`config.mk`:
```
export PLATFORM = sky130hd
export DESIGN_NAME = ca_code_gen
export DESIGN_NICKNAME = d
export VERILOG_FILES = /design/src/rtl/ca_code_gen.sv
export SDC_FILE = /design/constraint.sdc
export NUM_CORES = 1
export LEC_CHECK = 0
export BUFFER_PORTS_ARGS = -buffer_cell sky130_fd_sc_hd__buf_2
export CORE_MARGIN = 2
export CORE_UTILIZATION = 25
export DETAILED_ROUTE_END_ITERATION = 10
export PLACE_DENSITY = 0.39
export SLEW_MARGIN = 10
export SYNTH_ARGS = -nofsm -noshare
export SYNTH_HDL_FRONTEND = slang
export SYNTH_SLANG_ARGS = --single-unit
export TNS_END_PERCENT = 20
```
`constraint.sdc`:
```
create_clock -name clk -period 1.9 [get_ports clk]
set_input_delay 0.19 -clock clk [delete_from_list [all_inputs] [get_ports clk]]
set_output_delay 0.19 -clock clk [all_outputs]
set_load 0.01 [all_outputs]
```
`src/rtl/ca_code_gen.sv`:
```
// GPS L1 C/A code generator: G1/G2 Gold-code LFSRs stepped by half-chip strobes, with
// early/prompt/late taps, full-chip and code-epoch pulses, and an hc_enable swallowing
// slew mode.
// Optional feature: define CA_CODE_PHASE_EN to add tic_enable and the code_phase latch.
module ca_code_gen (
   input  logic        clk,
   input  logic        rstn,
   input  logic        hc_enable,
   input  logic [9:0]  prn_key,
   input  logic        prn_key_enable,
   input  logic [10:0] slew,
   input  logic        slew_enable,
   output logic        early,
   output logic        prompt,
   output logic        late,
   output logic        fc_enable,
   output logic        dump_enable,
   output logic        slewing
`ifdef CA_CODE_PHASE_EN
   ,
   input  logic        tic_enable,
   output logic [10:0] code_phase
`endif
);

   localparam logic [0:0] RUN  = 1'b0;
   localparam logic [0:0] SLEW = 1'b1;

   logic [0:0]  state;
   logic [9:0]  g1;
   logic [9:0]  g2;
   logic [9:0]  prn_key_reg;
   logic [9:0]  chip_count;
   logic        hc_phase;
   logic [10:0] slew_count;

   logic chip;
   logic g1_fb;
   logic g2_fb;
   logic accept;
   logic full_chip;
   logic last_chip;

   assign chip      = g1[9] ^ g2[9];
   assign g1_fb     = g1[2] ^ g1[9];
   assign g2_fb     = g2[1] ^ g2[2] ^ g2[5] ^ g2[7] ^ g2[8] ^ g2[9];
   // A key load restarts the code, so a coincident strobe is dropped.
   assign accept    = hc_enable && (state == RUN) && !prn_key_enable;
   assign full_chip = accept && hc_phase;
   assign last_chip = (chip_count == 10'd1022);
   assign slewing   = (state == SLEW);

   // Code state, tap pipeline, chip/epoch pulses and slew FSM.
   always_ff @(posedge clk) begin
      if (!rstn) begin
         state       <= RUN;
         g1          <= 10'h3FF;
         g2          <= 10'h3FF;
         prn_key_reg <= 10'h3FF;
         chip_count  <= 10'd0;
         hc_phase    <= 1'b0;
         slew_count  <= 11'd0;
         early       <= 1'b0;
         prompt      <= 1'b0;
         late        <= 1'b0;
         fc_enable   <= 1'b0;
         dump_enable <= 1'b0;
      end else if (prn_key_enable) begin
         g1          <= 10'h3FF;
         g2          <= prn_key;
         prn_key_reg <= prn_key;
         chip_count  <= 10'd0;
         hc_phase    <= 1'b0;
         early       <= 1'b0;
         prompt      <= 1'b0;
         late        <= 1'b0;
         fc_enable   <= 1'b0;
         dump_enable <= 1'b0;
         slew_count  <= slew;
         state       <= (slew != 11'd0) ? SLEW : RUN;
      end else begin
         fc_enable   <= full_chip;
         dump_enable <= full_chip && last_chip;
         if (accept) begin
            hc_phase             <= ~hc_phase;
            {late, prompt, early} <= {prompt, early, chip};
            if (hc_phase) begin
               if (last_chip) begin
                  // Epoch boundary: reload rather than shift so the period is exactly 1023.
                  chip_count <= 10'd0;
                  g1         <= 10'h3FF;
                  g2         <= prn_key_reg;
               end else begin
                  chip_count <= chip_count + 10'd1;
                  g1         <= {g1[8:0], g1_fb};
                  g2         <= {g2[8:0], g2_fb};
               end
            end
         end
         if (slew_enable) begin
            slew_count <= slew;
            state      <= (slew != 11'd0) ? SLEW : RUN;
         end else if ((state == SLEW) && hc_enable) begin
            slew_count <= slew_count - 11'd1;
            if (slew_count <= 11'd1) begin
               state <= RUN;
            end
         end
      end
   end

`ifdef CA_CODE_PHASE_EN
   // Snapshot of the current half-chip position; registers hold pre-update values.
   always_ff @(posedge clk) begin
      if (!rstn) begin
         code_phase <= 11'd0;
      end else if (tic_enable) begin
         code_phase <= {chip_count, hc_phase};
      end
   end
`endif

endmodule

```
* Yosys cells after proc, flatten, opt, wreduce, memory -nomap -nowiden
Index checks and enable logic that the tools add are counted.
Cells by class: reductions and logical operators 15, muxes and demuxes 14, equal/unequal tests 1, $lt $le $gt $ge 1, add/subtract/negate cells 2, bitwise logic cells 10
Operator list (count):
- 2-to-1 mux 10 bit | 6
- 2-to-1 mux 11 bit | 3
- <= comparator 11 x 1 -> 1 bit, second input constant | 1
- nonzero test 11 bit | 1
- subtractor 11 x 1 -> 11 bit, second input constant | 1
- adder 10 x 1 -> 10 bit, second input constant | 1
- equality test 10 bit, second input constant | 1
- bitwise XOR 1 bit | 7
- AND reduction 2 bit | 3
- nonzero test 3 bit | 2
- logical AND 1 bit | 5
- 2-to-1 mux 1 bit | 5
- nonzero test 2 bit | 2
- inverter 1 bit | 3
- OR reduction 2 bit | 1
- logical NOT 1 bit | 1
Word-level totals: word-level logic and storage cells 55, register bits 58, output and inout bits 6

* Logic depth before layout (Yosys ltp)
Gate-level depths: netlist of run 1.
depth after elaboration 9, mapped depth 8

* Least setup slack after synthesis of run 1
No wires, ideal clock.
path kind register to register, from reg slew_count[2], to reg slew_count[10], required time 1.771 ns, period minus slack after synthesis 1.625 ns, setup slack 0.275 ns, cell stages (with the launch flop) 5, data arrival time 1.495 ns, setup time 0.129 ns, cell sequence dfxtp_1 > or4_4 > or3b_1 > xor2_1 > a21oi_2
On the way: longest elaborated chain between the ends 4
RTL lines:
- from (decl) | line 35 | logic [10:0] slew_count;
- from (signal assigned) | line 79 | slew_count <= slew;
- from (signal assigned) | line 101 | slew_count <= slew;
- from (signal assigned) | line 104 | slew_count <= slew_count - 11'd1;
- subtractor 11 x 1 -> 11 bit | line 104
- 2-to-1 mux 11 bit | line 103 | end else if ((state == SLEW) && hc_enable) begin
- 2-to-1 mux 11 bit | line 100 | if (slew_enable) begin
- 2-to-1 mux 11 bit | line 68 | end else if (prn_key_enable) begin
Every way passes these cells. The select of a mux whose other input is x is not followed. A chain may end at the register's enable or synchronous reset.

* Worst setup path in the final report of run 1
from reg chip_count[1], to reg g2[4]
On the way: longest elaborated chain between the ends 5
RTL lines:
- from (decl) | line 33 | logic [9:0] chip_count;
- from (signal assigned) | line 94 | chip_count <= chip_count + 10'd1;
- equality test 10 bit | line 50 | assign last_chip = (chip_count == 10'd1022);
- 2-to-1 mux 10 bit | line 88 | if (last_chip) begin
- 2-to-1 mux 10 bit | line 87 | if (hc_phase) begin
- 2-to-1 mux 10 bit | line 84 | if (accept) begin
- 2-to-1 mux 10 bit | line 68
- to (signal assigned) | line 70 | g2 <= prn_key;
- to (signal assigned) | line 92 | g2 <= prn_key_reg;
- to (signal assigned) | line 96 | g2 <= {g2[8:0], g2_fb};
- to (decl) | line 31 | logic [9:0] g2;
Every way passes these cells. The select of a mux whose other input is x is not followed.

==> qor.txt, run 1 <==
Synth Flop Type -> dfxtp_1
Slowest-stage cell, CP -> or3_1
Core Area -> 0.0104 mm²
Via count -> 2283
Post-synthesis mux area share -> 0.0148
Seq. cell area -> 0.00116 mm²
Largest net degree at the start of global routing -> 37
Syn_nets -> 346
Post-CTS Hold Fix Bufs -> 0
Area of the multi-input gates -> 0.00139 mm²
Row count -> 37
Syn_area_per_cell -> 8.54 µm²
Crit path max fanout -> 17
Critical path's top delay family -> simple AND/OR/NAND/NOR gates
Inst Count DP -> 471
Seq pwr share -> 0.517
Yosys cell types -> 42
Worst vdd ir -> 232 µV
Fin crit share -> 0.920
Initial DRT Pass Iterations -> 4
Worst Skew -> 13.9 ps
Die ar. -> 0.0116 mm²
GRT overflow -> 0
Number of antenna-violating nets in the routed design -> 0
Total Power -> 2530 µW
Worst EP arrival -> 1950 ps
Max Buffers Root-to-Sink -> 2
Sequential area share after synthesis -> 0.430
Reg2reg start -> chip_count[1]
CP Class -> reg2reg
Sw Pwr -> 680 µW
Compound-Gate Fraction of Synth Area -> 0.181
Ant. Diodes -> 0
Routability cong. -> 0.751
Worst path max stage delay -> 610 ps
Actual slew at the worst max-slew pin -> 627 ps
Post-Synthesis Cells -> 316
Synth Area in Simple Gates -> 0.224
DRT Wirelength -> 6300 µm
First-pass GRT wire length -> 10700 µm
Largest Register -> slew_count
Post-synthesis xor/xnor area fraction -> 0.0746
Critical path origin -> chip_count[1]
Hold_sp -> prn_key[3]
Final hold violation count -> 0
Final setup vio count -> 0
Fraction of registers with async set/reset -> 0
Iteration-0 DRC Markers -> 66
Num ports -> 32
Synth Cell Area -> 0.00270 mm²
Max_slew headroom -> 0.582
Sw Ratio -> 0.269
Via density -> 4.70
CTS buffer count -> 9
Post-CTS Setup Bufs -> 0
Req. time, crit path -> 2110 ps
Post-CTS Resized -> 0
Share of cells above drive strength 1 -> 0.166
Initial antenna violation count -> 0
CTS tree -> done
Status -> complete, no violations
Crit path time final -> 1750 ps
Die H -> 108 µm
Number of synthesized register bits -> 58
Final core occ -> 0.305
Layout area overhead -> 17.7%
YS warnings -> 0
Avg WL per Cell -> 13.0 µm
Largest register FFs -> 11
Main combinational cell family by area after synthesis -> simple AND/OR/NAND/NOR gates
Gr usage total -> 0.118
Worst path buffer plus inverter count -> 0
Setup crit start kind -> flop
Min-delay worst type -> in2reg
FILL cells -> 1135
RSZ-0062 raised after global routing -> true
Comb pwr share -> 0.107
Power Density -> 797 mW/mm²
Clock transition at path regs -> 70 ps
Fin cells -> 486
Fmax -> 572 MHz
Initial core utilization -> 0.259
Int Pwr -> 1850 µW
Clk pwr share -> 0.376
Final max-slew violation count -> 0
DRC violations left -> 0
Die Wd -> 108 µm
Post-DP HPWL -> 4340 µm
CP Capture Type -> flop
Worst-skew pair later-pin latency -> 340 ps
Max cap viols -> 0
CTS root buffer -> clkbuf_8
Post-synth EDFFs -> 0
Crit-path cells -> ha_1 -> nand4_1 -> or3_1 -> nor3_1 -> a211oi_1
IO buf count -> 31
Number of global-route vias before repair -> 2184
Nets -> 376
Adder-Cell Fraction of Synth Area -> 0.0185
Clk sink count -> 58
Lkg Pwr -> 0.00128 µW
Htree depth -> 3
cell families (layout without fill, tap and decap cells):
family	count (synthesis)	in the layout
adder cells (fa/ha/maj)	4	4
multiplexers	4	4
AND/OR/NAND/NOR	112	112
XOR/XNOR	23	23
buffers and inverters	39	73
AO/OA/AOI/OAI	76	76
flip-flops	58	58
area by class of cell:
| class | instances | area share |
|---|---|---|
| Timing Repair Buffer | 39 | 0.0717 |
| Tap cell | 136 | 0.0536 |
| Sequential cell | 58 | 0.366 |
| Clock buffer | 11 | 0.0414 |
| Multi-Input combinational cell | 219 | 0.439 |
| Inverter | 19 | 0.0225 |
| Clock inverter | 4 | 0.00630 |
cells in the mapped netlist, drive strengths merged (7+ instances only):
cell     n  area [µm²]
nor2    28         105
nand3   15        75.1
o21ai   27         135
o211a    7        70.1
nand3b   7        52.6
nand2   17        63.8
clkbuf  15        56.3
xnor2   14         123
nor3     9        45.0
inv     19        71.3
dfxtp   58        1160
xor2     9        78.8
a21oi   18        93.8
worst paths after layout:
path	cells past startpoint	slack, ps	to
min	3	130	prn_key_reg[3]
max	5	150	g2[4]
min reg2reg	2	460	prn_key_reg[4]
max reg2reg	5	150	g2[4]
tightest hold or removal path: stages:
cell and delay, ps:
buf_2 80, nand2_1 70, nand3_1 80
through the flow:
step	cell area (µm²)	setup slack, ps	hold slack (ps)	TNS (ps)
after global routing	3180	-13.3	151	-13.8
after CTS	3170	18.7	117	0
after detailed placement	3020	39.9	451	0
final	3180	152	130	0
after global placement	3020	104	449	0
after floorplan	2700	275	332	0
layer usage:
metal / routed length (µm) / vias to the layer above / GRT usage
li1: - / 1183 / -
met1: 3230 / 1068 / 0.161
met2: 2800 / 24 / 0.177
met3: 161 / 8 / 0.0236
met4: 102 / 0 / 0.0549
met5: 0 / - / 0
placed cells by master (no fill, tap or decap), types with 8 or more instances in the layout:
cell | Yosys | routed
a21oi_1 | 17 | 16
buf_2 | 5 | 31
clkbuf_8 | 0 | 9
dfxtp_1 | 58 | 58
inv_1 | 19 | 19
nand2_1 | 17 | 17
nand3_1 | 15 | 15
nor2_1 | 28 | 28
nor3_1 | 9 | 8
o21ai_0 | 27 | 27
xnor2_1 | 14 | 14
xor2_1 | 9 | 9
power groups by stage:
stage	clock, µW	sequential [µW]	combinational (µW)
4_1_cts	996	1310	276
5_1_grt	1050	1320	311
2_1_floorplan	0	1330	191
3_5_place_dp	0	1340	273
3_3_place_gp	0	1340	273
6_report	951	1310	271
(Power assumes the default switching activity.)
==> run 2, diff against run 1 <==
--- a/config.mk
+++ b/config.mk
@@ -5,11 +5,10 @@
 export SDC_FILE = /design/constraint.sdc
 export NUM_CORES = 1
 export LEC_CHECK = 0
-export BUFFER_PORTS_ARGS = -buffer_cell sky130_fd_sc_hd__buf_2
 export CORE_MARGIN = 2
 export CORE_UTILIZATION = 25
 export DETAILED_ROUTE_END_ITERATION = 10
-export PLACE_DENSITY = 0.39
+export DONT_BUFFER_PORTS = 1
 export SLEW_MARGIN = 10
 export SYNTH_ARGS = -nofsm -noshare
 export SYNTH_HDL_FRONTEND = slang
==> run 2 against run 1 <==
Net effect:
- sequential share of layout area rose by 0.66 points
- maximum frequency rose by 2.3%
- final area fell by 1.8%
- non-clock buffer count fell by 25
- utilization fell by 0.54 points
- register-to-register slack improved by 40 ps
- critical endpoint unchanged
- combinational power fell by 13%
- highest routed layer unchanged
==> qor.txt, run 2 (synthesis gave the netlist of run 1 again) <==
Largest register FFs -> 11
Ant. Diodes -> 0
IO buf count -> 0
Met2 usage -> 0.179
CP Capture Type -> flop
FILL cells -> 1096
TNS Setup -> 0 ps
Layout area overhead -> 15.6%
Reg2reg setup slack -> 190 ps
Crit path max fanout -> 17
Row count -> 37
Clock transition at path regs -> 80 ps
Worst EP arrival -> 1930 ps
Req. time, crit path -> 2120 ps
Via density -> 4.81
DRC violations left -> 0
Fmax -> 585 MHz
Largest Register -> slew_count
Worst vdd ir -> 392 µV
First-pass GRT wire length -> 10600 µm
Initial core utilization -> 0.259
Die Wd -> 108 µm
Power Density -> 865 mW/mm²
Final hold violation count -> 0
Die H -> 108 µm
Crit path time final -> 1710 ps
Share of cells above drive strength 1 -> 0.0951
Iteration-0 DRC Markers -> 111
GRT overflow -> 0
Largest net degree at the start of global routing -> 40
Met3 Use GR -> 0.0424
Setup crit start kind -> flop
Inst Count DP -> 441
Max cap viols -> 0
Max_slew headroom -> 0.586
Post-DP HPWL -> 4120 µm
Final core occ -> 0.299
Most frequent cells in the layout -> dfxtp_1, nor2_1, o21ai_0
Commonest non-fill, non-tap cell in the layout -> dfxtp_1
Routing usage on met1 -> 0.142
DRT Wirelength -> 6080 µm
Max Buffers Root-to-Sink -> 2
Clk sink count -> 58
CTS root buffer -> clkbuf_8
Top Usage Layer GRT -> met2
CP Class -> reg2reg
Num ports -> 32
Initial DRT Pass Iterations -> 4
Lkg Pwr -> 0.00118 µW
Final max-slew violation count -> 0
Total Power -> 2700 µW
Htree depth -> 3
Die ar. -> 0.0116 mm²
Final instance area -> 0.00312 mm²
Actual slew at the worst max-slew pin -> 621 ps
Status -> complete, no violations
Avg WL per Cell -> 13.2 µm
Core Area -> 0.0104 mm²
CTS tree -> done
Nets -> 351
RSZ-0062 raised after global routing -> false
Number of antenna-violating nets in the routed design -> 0
CTS buffer count -> 9
Post-CTS Setup Bufs -> 0
Number of global-route vias before repair -> 2271
Min-delay worst type -> in2reg
DP Area -> 0.00286 mm²
Routability cong. -> 0.832
Worst-skew pair later-pin latency -> 350 ps
Fin crit share -> 0.899
Worst Skew -> 18.0 ps
Via count -> 2220
Gr usage total -> 0.115
Fin cells -> 462
Final setup vio count -> 0
Initial antenna violation count -> 0
-- run 2: where the power goes --
group	switching, µW	total [µW]	internal (µW)
logic	122	235	113
registers	40.2	1310	1270
clock network	512	1150	640
total	675	2700	2020
-- run 2: timing repair --
action                     4_1_cts  5_1_grt
gates resized for setup          0        2
setup endpoints to repair        0        8
hold buffers                     5        0
hold endpoints to repair        13        0
-- run 2: worst paths after layout --
check                 startpoint  cells after the start              to
setup / recovery   chip_count[0]                      6           g2[4]
hold / removal              rstn                      3           g2[3]
setup reg to reg   chip_count[0]                      6           g2[4]
hold reg to reg   prn_key_reg[6]                      2  prn_key_reg[6]
-- run 2: layout make-up --
type                       instances  area (µm²)  area share
multi-input combinational        219        1400       0.447
sequential                        58        1160       0.372
tap                              136         170      0.0546
clock buffer                      10         138      0.0441
timing repair buffer              14         118      0.0377
inverter                          19        71.3      0.0229
clock inverter                     6        66.3      0.0213
-- run 2: through the flow --
step	worst slack (ps)	hold WS [ps]
global route	38.4	0.280
finish	191	22.3
detailed placement	166	273
global placement	206	265
floorplan	275	332
CTS	153	4.17
-- run 2: worst max-delay path, cell delays in order, from the launching register on --
cell and delay, ps:
dfxtp_1 340, inv_1 60, ha_1 130, nand4_1 100
or3_1 600, nor3_1 280, a211oi_1 60
-- run 2: layer usage --
metal | up-vias | wire length [µm]
li1 | 1137 | -
met1 | 1029 | 2870
met2 | 48 | 2740
met3 | 6 | 389
met4 | 0 | 80
met5 | - | 0
